--- src/rtl/u_ns_add16_pkg.sv ---
// Shared definitions for the unary non-scaled 16-input adder.
//   NUM_IN_DEF : default number of unary input streams
//   ACC_W_DEF  : default backlog accumulator width
//   sat_add()  : backlog update (acc + inc - dec), clamped to a maximum
package u_ns_add16_pkg;

  localparam int NUM_IN_DEF = 16;
  localparam int ACC_W_DEF  = 10;

  // The caller guarantees dec is only set when acc + inc is non-zero,
  // so the subtraction never wraps.
  function automatic int unsigned sat_add(input int unsigned acc,
                                          input int unsigned inc,
                                          input logic        dec,
                                          input int unsigned max_v);
    int unsigned sum;
    sum = acc + inc - 32'(dec);
    return (sum > max_v) ? max_v : sum;
  endfunction

endpackage

--- src/rtl/u_ns_add16_if.sv ---
// Stream bundle for the unary adder.
//   in  : one bit per unary input stream, driven by the producer
//   out : merged unary output stream, driven by the adder
// Modports: master = stream producer/consumer side, slave = adder side.
interface u_ns_add16_if #(
  parameter int NUM_IN = u_ns_add16_pkg::NUM_IN_DEF
) ();

  logic [NUM_IN-1:0] in;
  logic              out;

  modport master (output in, input out);
  modport slave  (input in, output out);

endinterface

--- src/rtl/u_ns_add16_popcount16.sv ---
// Combinational population count of the unary input bits.
//   bits : NUM_IN input bits
//   cnt  : number of ones in bits, $clog2(NUM_IN+1) bits wide
// The 16-input case is an explicit balanced adder tree; other widths fall
// back to a linear sum that synthesis rebalances.
module u_ns_add16_popcount16 #(
  parameter int NUM_IN = u_ns_add16_pkg::NUM_IN_DEF,
  parameter int CNT_W  = $clog2(NUM_IN + 1)
) (
  input  logic [NUM_IN-1:0] bits,
  output logic [CNT_W-1:0]  cnt
);

  if (NUM_IN == 16) begin : g_tree
    logic [1:0] s1 [8];
    logic [2:0] s2 [4];
    logic [3:0] s3 [2];

    always_comb begin
      for (int i = 0; i < 8; i++) s1[i] = {1'b0, bits[2*i]} + {1'b0, bits[2*i+1]};
      for (int i = 0; i < 4; i++) s2[i] = {1'b0, s1[2*i]} + {1'b0, s1[2*i+1]};
      for (int i = 0; i < 2; i++) s3[i] = {1'b0, s2[2*i]} + {1'b0, s2[2*i+1]};
      cnt = {1'b0, s3[0]} + {1'b0, s3[1]};
    end
  end else begin : g_linear
    always_comb begin
      // NOTE: give every always_comb output a value before any conditional
      // or loop update, otherwise a latch is inferred.
      cnt = '0;
      for (int i = 0; i < NUM_IN; i++) cnt = cnt + CNT_W'(bits[i]);
    end
  end

endmodule

--- src/rtl/u_ns_add16.sv ---
// Unary non-scaled adder: merges NUM_IN rate-coded bitstreams into one
// without 1/NUM_IN scaling. Ones arriving faster than one per cycle are
// held in a saturating backlog and emitted later, one per cycle.
//   clk : rising-edge clock
//   rst : synchronous reset, active-high; clears backlog and output
//   bus : slave side of u_ns_add16_if (bus.in sampled, bus.out registered)
module u_ns_add16
  import u_ns_add16_pkg::*;
#(
  parameter int NUM_IN = NUM_IN_DEF,
  parameter int ACC_W  = ACC_W_DEF
) (
  input  logic          clk,
  input  logic          rst,
  u_ns_add16_if.slave   bus
);

  localparam int          CNT_W   = $clog2(NUM_IN + 1);
  localparam int unsigned ACC_MAX = (32'd1 << ACC_W) - 32'd1;

  logic [CNT_W-1:0] cnt;
  logic [ACC_W:0]   total;   // one extra bit so acc + cnt never wraps
  logic             emit;
  logic [ACC_W-1:0] acc_nxt;
  logic [ACC_W-1:0] acc;
  logic             out_q;

  u_ns_add16_popcount16 #(
    .NUM_IN (NUM_IN),
    .CNT_W  (CNT_W)
  ) u_popcount (
    .bits (bus.in),
    .cnt  (cnt)
  );

  always_comb begin
    total   = {1'b0, acc} + (ACC_W + 1)'(cnt);
    emit    = (total != '0);
    // Excess beyond ACC_MAX is discarded, not wrapped.
    acc_nxt = ACC_W'(sat_add(32'(acc), 32'(cnt), emit, ACC_MAX));
  end

  always_ff @(posedge clk) begin
    // NOTE: sequential state uses non-blocking assignments so every flop
    // samples pre-edge values regardless of statement order.
    if (rst) begin
      acc   <= '0;
      out_q <= 1'b0;
    end else begin
      acc   <= acc_nxt;
      out_q <= emit;
    end
  end

  // Output comes straight from a flop: no combinational path from in.
  assign bus.out = out_q;

endmodule

--- src/flat_wrapper.sv ---
// flat-port wrapper written by rule: the top's interface ports become plain ports
module u_ns_add16_flat import u_ns_add16_pkg::*;
#(
  parameter int NUM_IN = NUM_IN_DEF,
  parameter int ACC_W  = ACC_W_DEF
)
  (clk, rst, bus_in, bus_out);
  u_ns_add16_if #(.NUM_IN(NUM_IN)) bus_i ();
  input  logic clk;
  input  logic rst;
  input wire logic [$bits(bus_i.in)-1:0] bus_in;
  output wire logic [$bits(bus_i.out)-1:0] bus_out;
  assign bus_i.in = bus_in;
  assign bus_out = bus_i.out;
  u_ns_add16 #(.NUM_IN(NUM_IN), .ACC_W(ACC_W)) u_core (.clk(clk), .rst(rst), .bus(bus_i));
endmodule
--- config.mk ---
export PLATFORM = sky130hd
export DESIGN_NAME = u_ns_add16_flat
export DESIGN_NICKNAME = d
export VERILOG_FILES = /design/src/rtl/u_ns_add16_pkg.sv /design/src/rtl/u_ns_add16_if.sv /design/src/rtl/u_ns_add16_popcount16.sv /design/src/rtl/u_ns_add16.sv /design/src/flat_wrapper.sv
export SDC_FILE = /design/constraint.sdc
export NUM_CORES = 1
export LEC_CHECK = 0
export CELL_PAD_IN_SITES_DETAIL_PLACEMENT = 0
export CELL_PAD_IN_SITES_GLOBAL_PLACEMENT = 1
export CORE_MARGIN = 1
export CORE_UTILIZATION = 46
export DETAILED_ROUTE_END_ITERATION = 10
export PLACE_DENSITY_LB_ADDON = 0.1
export SYNTH_ARGS = -nofsm -noshare
export SYNTH_HDL_FRONTEND = slang
export SYNTH_SLANG_ARGS = --single-unit
--- constraint.sdc ---
create_clock -name clk -period 16 [get_ports clk]
set_input_delay 1.6 -clock clk [delete_from_list [all_inputs] [get_ports clk]]
set_output_delay 1.6 -clock clk [all_outputs]
set_load 0.005 [all_outputs]
== After elaboration in Yosys (flattened, before gate mapping) ==
Cells that the tools add are included.
Widths: inputs -> output; s select.
Cells by class
  reductions and logical operators: 1
  $add $sub $neg: 18
  mux-type cells: 1
  magnitude comparators: 1
Operator list (number)
  $gt 32x10->1 const B: 1
  $add 10x5->11: 2
  $add 1x1->2: 8
  $add 2x2->3: 4
  $sub 11x1->12: 1
  $reduce_bool 11->1: 1
  $mux 10: 1
  $add 3x3->4: 2
  $add 4x4->5: 1
Word-level totals
  word-level logic and storage cells: 23
  register bits after elaboration: 11
  output and inout bits: 1
  input port bits: 18

== Longest topological paths before layout ==
  depth after elaboration: 9
  mapped depth: 30

== Cells and area by module ==
Synthesis repeated with hierarchy kept, for this count alone.
Unflattened totals
  cells, all modules: 204
  area, all modules: 1694.1 um^2
Modules (own cells, without submodules)
  u_ns_add16: cells an instance 157, seq. area each 220.2 um^2, times used 1, area an instance 1286.2 um^2
  u_ns_add16_popcount16: cells an instance 47, seq. area each 0.0 um^2, times used 1, area an instance 407.9 um^2

== Worst setup path after synthesis ==
No wires, ideal clock.
  kind: input -> register
  start point: input bus_in[5]
  end point: register u_core.acc[0]
  library setup time: 0.132 ns
  setup slack: 7.634 ns
  stages: 28
  arrival time: 8.234 ns
  cell sequence: inv_1 -> fa_1 -> inv_1 -> fa_1 -> fa_1 -> inv_1 -> fa_1 -> inv_1 -> ha_1 -> fa_1 -> inv_1 -> fa_1 -> nand3b_1 -> a21oi_1 -> a21boi_0 -> a31oi_1 -> a2111oi_0 -> nand4_1 -> ha_1 -> inv_1 -> ha_1 -> fa_1 -> a21o_1 -> a221o_1 -> a2111oi_4 -> o21ai_2 -> a22oi_4 -> a21oi_1
On the way
  longest elaborated chain between the ends: 9
  elaborated cells on any way between the ends: 10
  classes of those cells: 7 x add/sub; 1 x order compare; 1 x mux; 1 x reduce/logical
RTL lines
  start: declaration: RTL line flat_wrapper.sv:11  | input wire logic [$bits(bus_i.in)-1:0] bus_in;
  $add 1x1->2 (*): RTL line u_ns_add16_popcount16.sv:20  | for (int i = 0; i < 8; i++) s1[i] = {1'b0, bits[2*i]} + {1'b0, bits[2*i+1]};
  $add 2x2->3 (*): RTL line u_ns_add16_popcount16.sv:21  | for (int i = 0; i < 4; i++) s2[i] = {1'b0, s1[2*i]} + {1'b0, s1[2*i+1]};
  $add 3x3->4 (*): RTL line u_ns_add16_popcount16.sv:22  | for (int i = 0; i < 2; i++) s3[i] = {1'b0, s2[2*i]} + {1'b0, s2[2*i+1]};
  $add 4x4->5 (*): RTL line u_ns_add16_popcount16.sv:23  | cnt = {1'b0, s3[0]} + {1'b0, s3[1]};
  $add 10x5->11 (*): RTL line u_ns_add16.sv:37  | total = {1'b0, acc} + (ACC_W + 1)'(cnt);
  $reduce_bool 11->1 (*): RTL line u_ns_add16.sv:38  | emit = (total != '0);
  via u_core.emit: RTL line u_ns_add16.sv:23  | logic emit;
  $sub 11x1->12 (*): RTL line u_ns_add16_pkg.sv:17  | sum = acc + inc - 32'(dec);
  $gt 32x10->1: RTL line u_ns_add16_pkg.sv:18  | return (sum > max_v) ? max_v : sum;
  $mux 10 (*): RTL line u_ns_add16_pkg.sv:18
  end signal: assignment: RTL line u_ns_add16.sv:50  | acc <= acc_nxt;
  end: declaration: RTL line u_ns_add16.sv:25  | logic [ACC_W-1:0] acc;
The timed path passes the listed nets; every way through them passes the cells marked *.
A chain may end at the register's enable or synchronous reset.

== Final worst setup path ==
  start point: input bus_in[5]
  end point: register u_core.acc[3]
The elaborated chain is that of the path after synthesis.

==> summary.txt <==
Outcome
  – Outcome: completed

Worst setup path
  – Crit end category: register
  – CP max-delay cell: fa_1
  – Slowest stage delay, CP: 0.52 ns
  – Largest fanout on the critical path: 9
  – R2r setup slk: 10.93 ns
  – Origin of the critical flop-to-flop path: u_core.acc[0]
  – Crit start category: input port
  – CP dominant cell by count: fa_1
  – R2R cell count: 19
  – Critical path class: in2reg
  – Worst Setup EP: u_core.acc[3]
  – Worst R2R End: u_core.acc[3]
  – Crit path from: bus_in[5]
  – Arrival time worst endpoint: 9.39 ns
  – CP Data Required Time: 16.14 ns

Timing
  – Tcrit/Tclk final: 57.79%
  – RSZ-0062 raised after global routing: false
  – Min cycle time layout: 9.246 ns
  – Final Hold Fails: 0
  – Max_slew headroom: 61.02%
  – Max Slew Vio Count: 0
  – Final setup vio count: 0
  – F_max: 108.2 MHz
  – Skew final: 0.003384 ns
  – TNS Setup: 0 ns
  – Worst slew pin tran: 0.5699 ns

Synth
  – Number of flops mapped to enable cells by yosys: 0
  – Post-synthesis xor/xnor area fraction: 5.356%
  – Mapped Nets: 255
  – Ys async rst share: 0%
  – Dominant synthesized flop cell: dfxtp_1
  – Mapped Cells: 195
  – Mux share of post-synthesis cell area: 0.6121%
  – Simple-gate share of the synthesized area: 11.40%
  – #FFs+latches synth: 11
  – Seq/Total Area, Yosys: 13.47%
  – Netlist cell types: 36
  – Synth Area in Adders: 37.64%
  – Largest family of logic cells by synthesized area: adder cells
  – Synth Area in Compound Gates: 20.05%
  – YS warnings: 0
  – Post-synthesis instance area: 1635 µm²
  – Mean area per synthesized cell: 8.386 µm²

GRT
  – Grt ovf: 0
  – Largest net degree at the start of global routing: 12
  – Vias in the first global route: 1360
  – Antenna violations before repair: 0
  – First-pass GRT wire length: 5720 µm
  – GRT Total Usage: 20.79%

CTS
  – Root buffer cell: clkbuf_4
  – CTS tree: yes
  – # hold bufs at CTS: 0
  – Clk buf depth: 2
  – TritonCTS Buffers: 3
  – Setup bufs post-CTS: 0
  – H-tree levels: 1
  – Post_cts resized: 0
  – Clk_lat worst skew: 0.27 ns
  – Clock-pin transition on the worst setup and hold timing paths: 0.08 ns
  – Clk sinks: 11

Routing
  – Total number of vias: 1371
  – Routed wire length: 3433 µm
  – Remaining antenna violation count after routing: 0
  – Vias per cell: 5.233
  – Initial DRC count: 36
  – DR WL/cell: 13.10 µm
  – First-pass iteration count of the detailed router: 4
  – Remaining DRCs: 0

Floorplan
  – Die W: 61.63 µm
  – Die Y: 61.63 µm
  – Core area: 3363 µm²
  – Starting Density: 48.62%
  – Num ports: 19
  – Die area: 3798 µm²
  – Row count: 21

Placed design
  – I/O Buffers: 18
  – HPWL Detailed: 2901 µm
  – GPL Wtd Cong: 0.8281
  – Cell Count Post-Placement: 258

Worst hold path
  – Min-delay src: u_core.acc[0]
  – Min-Delay Path Class: reg2reg

Run
  – Max_cap viols: 0

Finish
  – Final non-filler cell total: 262
  – Net count, final: 277
  – Diode count: 0
  – Layout cell share with drive strength beyond 1: 3.241%
  – Synthesis-to-finish area growth: 15.91%
## per-stage QoR
step                instance area [µm²]  hold WS (ns)  setup WS (ns)  utilization (%)
finish                             1896        0.6643          6.754            56.36
global route                       1896        0.7226          6.344            56.36
CTS                                1896        0.6751          6.820            56.36
detailed placement                 1869        0.6544          6.508            55.58
global placement                   1869        0.6156          6.703            55.58
floorplan                          1635        0.5950          7.634                -
## area by class of cell
| cell class | instances | area (µm²) |
|---|---|---|
| clock buffer | 4 | 26.28 |
| fill | 341 | 1468 |
| inverter | 49 | 183.9 |
| multi-input combinational | 134 | 1227 |
| sequential | 11 | 220.2 |
| tap | 46 | 57.56 |
| timing repair buffer | 18 | 180.2 |
## worst max-delay path: cells and delay by family
family | cells | cell delay (ns)
buffers and inverters | 7 | 0.76
adder cells (fa/ha/maj) | 10 | 4.06
AND/OR/NAND/NOR | 2 | 0.38
AO/OA/AOI/OAI | 10 | 2.60
## cell families (layout without fill, tap and decap cells)
kind of cell               count (synthesis)  count (layout)
DFF                                       11              11
AOI/OAI and AO/OA                         46              46
xor gates and xnor gates                  10              10
buffers and inverters                     50              71
muxes                                      1               1
and+or+nand+nor                           35              35
adders and majority gates                 42              42
## flip-flops by register name (all words and copies together) (netlist names)
name	cells
u_core.bus.out	1
u_core.acc	10
## layer usage
metal | global-route usage [%] | wire, µm
met1 | 23.02 | 1550
met3 | 4.412 | 88
met5 | 0 | 0
met4 | 4.127 | 21
met2 | 40.40 | 1772
## cells in the mapped netlist (2+ instances only)
cell type	number	area share (%)
nand3b_1	3	1.4
fa_1	12	15
nor3_1	2	0.61
a21oi_1	20	6.1
dfxtp_1	11	13
nand4_1	2	0.76
ha_1	30	23
nor2_1	7	1.6
nand2_1	7	1.6
a21o_1	7	3.2
xor2_1	3	1.6
xnor2_1	7	3.7
and2_1	3	1.1
inv_1	49	11
o21ai_0	6	1.8
nand3_1	5	1.5
a41oi_1	2	1.1
## worst min-delay path by stage
stage	end	slack, ns	depth (start not counted)
after detailed placement	u_core.acc[0]	0.65	3
after global routing	u_core.acc[0]	0.72	3
after floorplan	u_core.acc[0]	0.60	3
final	u_core.acc[0]	0.66	3
after CTS	u_core.acc[0]	0.68	3
after global placement	u_core.acc[0]	0.62	3
## placed cells by master, fill, tap and decap left out, types with 2 or more instances in the layout
cell             instances
nor3_1                   2
clkbuf_4                 3
ha_1                    30
and2_1                   3
nand3_1                  5
a21o_1                   7
inv_1                   49
nand2_1                  7
nand4_1                  2
xnor2_1                  7
o21ai_0                  6
fa_1                    12
nor2_1                   7
a21oi_1                 20
a41oi_1                  2
dfxtp_1                 11
clkdlybuf4s50_1         18
nand3b_1                 3
xor2_1                   3
Power is not shown: default switching activity piles up to over one toggle a cycle in this logic, so the estimate is an artifact.
